`src/rtl/arb_pkg.sv`:
```
// Shared constants, FSM state type and index-to-one-hot helper for the 8-way round-robin arbiter.
package arb_pkg;
   localparam int N_REQ = 8;
   localparam int SEL_W = 3;

   typedef enum logic {
      IDLE  = 1'b0,
      GRANT = 1'b1
   } state_t;

   function automatic logic [N_REQ-1:0] idx2onehot(input logic [SEL_W-1:0] idx);
      logic [N_REQ-1:0] v;
      v      = '0;
      v[idx] = 1'b1;
      return v;
   endfunction
endpackage

```
`src/rtl/rr_pick8.sv`:
```
// Combinational round-robin pick: first set request after ptr, wrapping modulo 8.
// Rotate so ptr+1 lands at bit 0, priority-encode, then add the rotation back.
module rr_pick8
   import arb_pkg::*;
(
   input  logic [N_REQ-1:0] req,
   input  logic [SEL_W-1:0] ptr,
   output logic [SEL_W-1:0] pick,
   output logic             any_req
);
   logic [SEL_W-1:0]   w_shift;
   logic [2*N_REQ-1:0] w_dbl;
   logic [N_REQ-1:0]   w_rot;
   logic [SEL_W-1:0]   w_enc;

   assign w_shift = ptr + 3'd1;
   assign w_dbl   = {req, req};
   assign w_rot   = w_dbl[w_shift +: N_REQ];
   assign any_req = |req;

   always_comb begin
      w_enc = '0;
      for (int j = N_REQ - 1; j >= 0; j--) begin
         if (w_rot[j]) w_enc = SEL_W'(j);
      end
   end

   assign pick = w_shift + w_enc;
endmodule

```
`src/rtl/rr_arbiter8.sv`:
```
// 8-way round-robin grant/hold arbiter driving an 8:1 mux select; grant appears one cycle after request in IDLE.
// Grant held until rel or owner drops req, then one idle cycle; ARB_TIMEOUT_EN adds MAX_HOLD revocation with preempt pulse.
module rr_arbiter8
   import arb_pkg::*;
#(
   parameter int MAX_HOLD = 16
) (
   input  logic             clk,
   input  logic             reset,
   input  logic [N_REQ-1:0] req,
   input  logic             rel,
   output logic [N_REQ-1:0] grant,
   output logic [SEL_W-1:0] sel,
   output logic             busy,
   output logic             preempt
);
   if (MAX_HOLD < 2 || MAX_HOLD > 255) begin : g_bad_hold
      $error("rr_arbiter8: MAX_HOLD out of range 2..255");
   end

   state_t           r_state, w_state_nxt;
   logic [N_REQ-1:0] r_grant, w_grant_nxt;
   logic [SEL_W-1:0] r_sel, w_sel_nxt;
   logic [SEL_W-1:0] r_ptr, w_ptr_nxt;
   logic             r_busy, w_busy_nxt;
   logic [SEL_W-1:0] w_pick;
   logic             w_any;
   logic             w_release;

   rr_pick8 u_pick (
      .req     (req),
      .ptr     (r_ptr),
      .pick    (w_pick),
      .any_req (w_any)
   );

   assign w_release = rel | ~req[r_ptr];

`ifdef ARB_TIMEOUT_EN
   logic [7:0] r_cnt, w_cnt_nxt;
   logic       r_preempt, w_preempt_nxt;
   logic       w_expired;

   assign w_expired = (r_cnt == 8'(MAX_HOLD - 1));
   assign preempt   = r_preempt;
`else
   assign preempt = 1'b0;
`endif

   always_comb begin
      w_state_nxt = r_state;
      w_grant_nxt = r_grant;
      w_sel_nxt   = r_sel;
      w_ptr_nxt   = r_ptr;
      w_busy_nxt  = r_busy;
`ifdef ARB_TIMEOUT_EN
      w_cnt_nxt     = 8'd0;
      w_preempt_nxt = 1'b0;
`endif
      case (r_state)
         IDLE: begin
            if (w_any) begin
               w_state_nxt = GRANT;
               w_grant_nxt = idx2onehot(w_pick);
               w_sel_nxt   = w_pick;
               w_ptr_nxt   = w_pick;
               w_busy_nxt  = 1'b1;
            end
         end
         GRANT: begin
            if (w_release) begin
               w_state_nxt = IDLE;
               w_grant_nxt = '0;
               w_busy_nxt  = 1'b0;
            end
`ifdef ARB_TIMEOUT_EN
            // ptr stays on the revoked owner so it goes to the back of the queue
            else if (w_expired) begin
               w_state_nxt   = IDLE;
               w_grant_nxt   = '0;
               w_busy_nxt    = 1'b0;
               w_preempt_nxt = 1'b1;
            end else begin
               w_cnt_nxt = r_cnt + 8'd1;
            end
`endif
         end
         default: w_state_nxt = IDLE;
      endcase
   end

   always_ff @(posedge clk) begin
      if (reset) begin
         r_state <= IDLE;
         r_grant <= '0;
         r_sel   <= '0;
         r_ptr   <= 3'd7;
         r_busy  <= 1'b0;
`ifdef ARB_TIMEOUT_EN
         r_cnt     <= 8'd0;
         r_preempt <= 1'b0;
`endif
      end else begin
         r_state <= w_state_nxt;
         r_grant <= w_grant_nxt;
         r_sel   <= w_sel_nxt;
         r_ptr   <= w_ptr_nxt;
         r_busy  <= w_busy_nxt;
`ifdef ARB_TIMEOUT_EN
         r_cnt     <= w_cnt_nxt;
         r_preempt <= w_preempt_nxt;
`endif
      end
   end

   assign grant = r_grant;
   assign sel   = r_sel;
   assign busy  = r_busy;
endmodule
```
`config.mk`:
```
export PLATFORM = sky130hd
export DESIGN_NAME = rr_arbiter8
export DESIGN_NICKNAME = d
export VERILOG_FILES = /design/src/rtl/arb_pkg.sv /design/src/rtl/rr_pick8.sv /design/src/rtl/rr_arbiter8.sv
export SDC_FILE = /design/constraint.sdc
export NUM_CORES = 1
export LEC_CHECK = 0
export CAP_MARGIN = 20
export CORE_ASPECT_RATIO = 0.8
export CORE_MARGIN = 1.5
export CORE_UTILIZATION = 55
export CTS_BUF_LIST = sky130_fd_sc_hd__clkbuf_16
export DETAILED_ROUTE_END_ITERATION = 16
export DONT_BUFFER_PORTS = 1
export MAX_ROUTING_LAYER = met4
export PLACE_DENSITY_LB_ADDON = 0.12
export SYNTH_ARGS = -nofsm -noshare
export SYNTH_HDL_FRONTEND = slang
export SYNTH_HIERARCHICAL = 1
export SYNTH_SLANG_ARGS = --single-unit
```
`constraint.sdc`:
```
create_clock -name clk -period 7.8 [get_ports clk]
set_clock_uncertainty 0.05 [all_clocks]
set_input_delay 1.56 -clock clk [delete_from_list [all_inputs] [get_ports clk]]
set_output_delay 1.56 -clock clk [all_outputs]
set_load 0.02 [all_outputs]
```
==> results of run 1 <==
[placed cells by master, fill, tap and decap left out, drive strengths merged, types with 2 or more instances in the layout]
cell type / synthesis / routed
clkbuf: 2 / 3
ha: 2 / 2
mux4: 8 / 8
nor2b: 4 / 4
nand2: 12 / 12
or2: 2 / 2
inv: 5 / 5
o31ai: 3 / 3
nor2: 6 / 6
nand2b: 6 / 6
nor3: 4 / 4
a2111oi: 2 / 2
dfxtp: 16 / 16
mux2i: 4 / 4
nor4: 2 / 2
a21oi: 7 / 7
a21o: 2 / 2
or3: 3 / 3
o2bb2ai: 6 / 6
[state kept, by name, indices dropped and copies added (netlist names)]
signal / count
r_state: 1
busy: 1
r_ptr: 3
grant: 8
sel: 3
[cell type report]
class                           count  area, sq um
Inverter                            5         18.8
Multi-Input combinational cell     88          748
Clock inverter                      1         3.75
Tap cell                           24         30.0
Sequential cell                    16          320
Clock buffer                        3         75.1
Fill cell                         165          713
[worst max-delay path: stages]
cell and delay [ns]:
mux4_2 0.48, nand2b_1 0.16, a2111oi_0 0.58, nor3_1 0.10, o31ai_1 0.23, ha_1 0.19, inv_1 0.05, fa_1 0.37
xnor2_1 0.17, or3_1 0.45, nor3_1 0.16, a21o_1 0.10
[path summary, 6_finish.rpt]
check        cells after the start               endpoint             startpoint
max                             12  grant[0]$_SDFFE_PP0P_                 req[0]
min reg2reg                      1      busy$_SDFFE_PP0P_     r_state$_SDFF_PP0_
max reg2reg                     13  grant[0]$_SDFFE_PP0P_  r_ptr[0]$_SDFFE_PP1P_
min                              1      busy$_SDFFE_PP0P_     r_state$_SDFF_PP0_
[stage by stage]
stage | setup slack [ns] | utilization
finish | 3.34 | 0.626
global route | 3.16 | 0.626
CTS | 3.34 | 0.626
detailed placement | 3.08 | 0.585
global placement | 3.17 | 0.585
floorplan | 3.37 | -
[metal layers]
layer / global-route usage / part of all wire / vias up
li1: - / - / 428
met1: 0.330 / 0.45 / 436
met2: 0.405 / 0.50 / 32
met3: 0.0586 / 0.045 / 0
met4: 0.0154 / 0 / 0
met5: - / 0 / -
[power by group through the flow]
stage          Combinational [W]  Sequential (W)  Clock (W)
5_1_grt                 0.000415        0.000169   0.000102
6_report                0.000369        0.000164  0.0000983
4_1_cts                 0.000367        0.000164  0.0000992
3_5_place_dp            0.000360        0.000165          0
3_3_place_gp            0.000348        0.000163          0
2_1_floorplan           0.000313        0.000153          0
[cell families (layout without fill, tap and decap cells)]
| kind of cell | count (synthesis) | after routing | synth area share |
|---|---|---|---|
| and+or+nand+nor | 42 | 42 | 0.191 |
| other | 1 | 1 | 0.00333 |
| AOI/OAI and AO/OA | 27 | 27 | 0.189 |
| buffers and inverters | 10 | 9 | 0.0501 |
| DFF | 16 | 16 | 0.285 |
| xor gates and xnor gates | 2 | 2 | 0.0156 |
| muxes | 12 | 12 | 0.216 |
| adders and majority gates | 4 | 4 | 0.0501 |
==> impl_metrics.py, run 1 <==
metrics = {
    "floorplanning": {
        "start_util": 0.589,
        "die_h_um": 43.5,
        "dieArea_sq_um": 2330,
        "fp-row-count": 14,
        "coreArea_sq_um": 1910,
        "die_w_um": 53.6,
        "ios": 24,
    },
    "timing": {
        "rsz0062_at_grt": "no",
        "hold_viol_final": 0,
        "worst_pin_slew_ns": 0.657,
        "hold_ws_ns": 0.476,
        "report.final.setup_viol": 0,
        "setup_tns_ns": 0,
        "fmax_mhz": 224,
        "finalCriticalPeriod_ns": 4.46,
        "slew_violations": 0,
        "fin_crit_sh": 0.572,
        "slew_headroom": 0.562,
    },
    "place": {
        "gp_congestion": 0.950,
        "dp.cells": 133,
        "placed_area_sq_um": 1120,
        "io_buffers": 0,
        "place_hpwl_mm": 1.75,
    },
    "clocking": {
        "numCtsBuffers": 3,
        "htree_levels": 1,
        "cts_resized": 0,
        "cts-root-buf": "clkbuf_16",
        "holdBufCountCts": 0,
        "cts_tree": "done",
        "insertion_delay_ns": 0.24,
        "clkTransAtPathRegs_ns": 0.05,
        "clkSinkCount": 16,
        "clockBufferDepth": 2,
        "post_cts_buffers": 0,
    },
    "worst_setup_path": {
        "worst_ep_required_time_ns": 7.94,
        "critPathLaunchType": "primary input",
        "critPathKind": "in -> reg",
        "worstPathArrival_ns": 4.60,
        "ff2ff_setup_slack_ns": 3.52,
        "end_kind": "register",
        "path_max_fanout": 6,
    },
    "pwr": {
        "p_sw_w": 0.000296,
        "p_total_w": 0.000631,
        "p_comb_frac": 0.585,
        "p_clk_frac": 0.156,
        "p_leak_nw": 0.480,
        "seq_power_share": 0.259,
        "p_int_w": 0.000335,
        "switching_share": 0.469,
        "power.density_nw_per_um2": 527,
        "max-vdd-ir-drop_v": 0.000253,
    },
    "global_routing": {
        "first_global_vias": 902,
        "globalRoute.totalOverflow": 0,
        "grt_pass1_wl_mm": 4.14,
        "grt.total_usage": 0.248,
        "grt_max_degree": 16,
        "antenna_found_initial": 0,
    },
    "layout": {
        "drive_above_1_share": 0.0708,
        "num_antenna_cells": 0,
        "syn_to_final_growth_pct": 6.34,
        "final_area_sq_um": 1200,
        "fin_cells": 137,
        "finalNetCount": 128,
    },
    "flow_run": {
        "drv_cap": 0,
    },
    "synthesis": {
        "syn_area_sq_um": 1120,
        "synth-seq-area-share": 0.285,
        "synth_flop_cell": "dfxtp_1",
        "synth_top_area_frac": 0.285,
        "synth_top_area_cell": "dfxtp_1",
        "synth-edff-count": 0,
        "synth.distinct_cells": 40,
        "synth.most_common_cell": "dfxtp_1",
        "synth_warnings": 6,
        "syn_inst": 114,
        "yosys-top-cells-area": "dfxtp_1 28%, mux4_1 14%, o2bb2ai_1 4.7%",
        "syn_nets": 128,
        "syn_avg_cell_area_sq_um": 9.87,
        "synth_common_cells": "16 x dfxtp_1, 12 x nand2_1, 7 x a21oi_1",
        "async_reset_ff_frac": 0,
        "synth_seq_cells": 16,
    },
    "routing": {
        "wl_per_cell_um": 17.5,
        "ant_nets": 0,
        "avgViaCountPerCell": 6.54,
        "vias": 896,
        "drt-total-wl_mm": 2.40,
        "drcViolationCount": 0,
        "drtIter0Drc": 33,
        "first_pass_iters": 4,
    },
    "outcome": {
        "run_status": "finished, final reports clean",
    },
    "min_path": {
        "hp-class": "reg -> reg",
    },
}
(Power assumes the default switching activity.)
==> run 2, diff against run 1 <==
- clock period: 7.8 -> 3.62 ns (I/O delays scaled with it)
==> impl_metrics.py, run 2 (synthesis results as in run 1) <==
metrics = {
    "outcome": {
        "run_status": "finished, final reports clean",
    },
    "timing": {
        "setup_tns_ns": 0,
        "report.final.setup_viol": 0,
        "slew_headroom": 0.637,
        "finalCriticalPeriod_ns": 3.56,
        "setup_ws_ns": 0.0613,
        "hold_viol_final": 0,
        "hold_ws_ns": 0.465,
        "fin_crit_sh": 0.983,
        "worst_pin_slew_ns": 0.542,
        "slew_violations": 0,
        "fmax_mhz": 281,
    },
    "floorplanning": {
        "ios": 24,
        "start_util": 0.589,
        "dieArea_sq_um": 2330,
        "die_h_um": 43.5,
        "die_w_um": 53.6,
        "coreArea_sq_um": 1910,
        "fp-row-count": 14,
    },
    "clocking": {
        "clkSinkCount": 16,
        "insertion_delay_ns": 0.24,
        "numCtsBuffers": 3,
        "clkTransAtPathRegs_ns": 0.04,
        "holdBufCountCts": 0,
        "cts_tree": "done",
        "clockBufferDepth": 2,
        "htree_levels": 1,
        "cts-root-buf": "clkbuf_16",
    },
    "worst_setup_path": {
        "path_cells": "ha_4 -> buf_4 -> mux4_2 -> and2b_1 -> a2111oi_4 -> nor3_1 -> o31ai_1 -> ha_2 -> inv_1 -> fa_2 -> xnor2_2 -> or3_4 -> nor3_2 -> a21o_1",
        "cpMaxStageDelayCell": "or3_4",
        "path_max_fanout": 8,
        "critPathLaunchType": "register",
        "end_kind": "register",
        "slowest_delay_ns": 0.43,
        "worstPathArrival_ns": 3.69,
        "critPathKind": "reg -> reg",
        "worst_ep_required_time_ns": 3.76,
    },
    "place": {
        "place_hpwl_mm": 1.81,
        "dp_slack_ns": -0.178,
        "io_buffers": 0,
        "gp_congestion": 0.906,
    },
    "layout": {
        "layout_common_cells": "15 x dfxtp_1, 12 x nand2_1, 11 x buf_4",
        "drive_above_1_share": 0.294,
        "largest_register_ffs": 8,
        "finalNetCount": 142,
        "mostFrequentLayoutCell": "dfxtp_1",
        "n_fill_cell": 128,
        "syn_to_final_growth_pct": 25.4,
        "num_antenna_cells": 0,
    },
    "routing": {
        "drt-total-wl_mm": 2.69,
        "wl_per_cell_um": 17.9,
        "drtIter0Drc": 16,
        "vias": 976,
        "avgViaCountPerCell": 6.51,
        "ant_nets": 0,
        "drcViolationCount": 0,
        "first_pass_iters": 4,
    },
    "min_path": {
        "hp-class": "reg -> reg",
    },
    "global_routing": {
        "globalRoute.totalOverflow": 0,
        "antenna_found_initial": 0,
        "grt_pass1_wl_mm": 4.30,
        "grt_max_degree": 13,
        "grt.total_usage": 0.266,
        "first_global_vias": 954,
    },
    "flow_run": {
        "drv_cap": 0,
    },
}
run 2: path summary, 6_finish.rpt:
| kind | from | end | slack (ns) | cells past startpoint |
|---|---|---|---|---|
| worst max-delay path | r_ptr[0]$_SDFFE_PP1P_ | grant[0]$_SDFFE_PP0P_ | 0.06 | 14 |
| worst min-delay path | r_state$_SDFF_PP0_ | busy$_SDFFE_PP0P_ | 0.46 | 1 |
| worst max register to register | r_ptr[0]$_SDFFE_PP1P_ | grant[0]$_SDFFE_PP0P_ | 0.06 | 14 |
| worst min register to register | r_state$_SDFF_PP0_ | busy$_SDFFE_PP0P_ | 0.46 | 1 |
run 2: metrics by stage:
stage / instances / instance area, sq um / utilization
2_1_floorplan: 114 / 1120 / -
3_3_place_gp: 143 / 1190 / 0.625
3_5_place_dp: 143 / 1190 / 0.625
4_1_cts: 148 / 1320 / 0.693
5_1_grt: 150 / 1410 / 0.739
6_report: 150 / 1410 / 0.739
run 2: metal layers:
layer / wire (um) / track usage
met1: 1190 / 0.324
met2: 1340 / 0.427
met3: 135 / 0.0897
met4: 32 / 0.0564
met5: 0 / -
run 2: layout make-up:
| class | count | area (sq um) | area share |
|---|---|---|---|
| repair buffers | 14 | 134 | 0.0949 |
| inverters | 5 | 18.8 | 0.0133 |
| well taps | 24 | 30.0 | 0.0213 |
| flip-flops and latches | 16 | 324 | 0.230 |
| clock buffers | 3 | 75.1 | 0.0532 |
| multi-input cells | 88 | 828 | 0.587 |
run 2: what timing repair did:
item	CTS	global route
setup buffers	2	2
setup endpoints to repair	8	10
pin swaps	0	3
resized for setup	7	16
gates cloned	0	1
run 2: critical path, delay by kind of cell, from the launching register on:
family | cells | cell delay [ns]
mux | 1 | 0.34
compound gates | 3 | 0.62
fa+ha+maj | 3 | 0.91
simple gates | 4 | 0.87
flops | 1 | 0.36
buf+inv | 2 | 0.19
xor+xnor | 1 | 0.16
Power of run 2 is not shown: default switching activity piles up to over one toggle a cycle in this logic, so the estimate is an artifact.
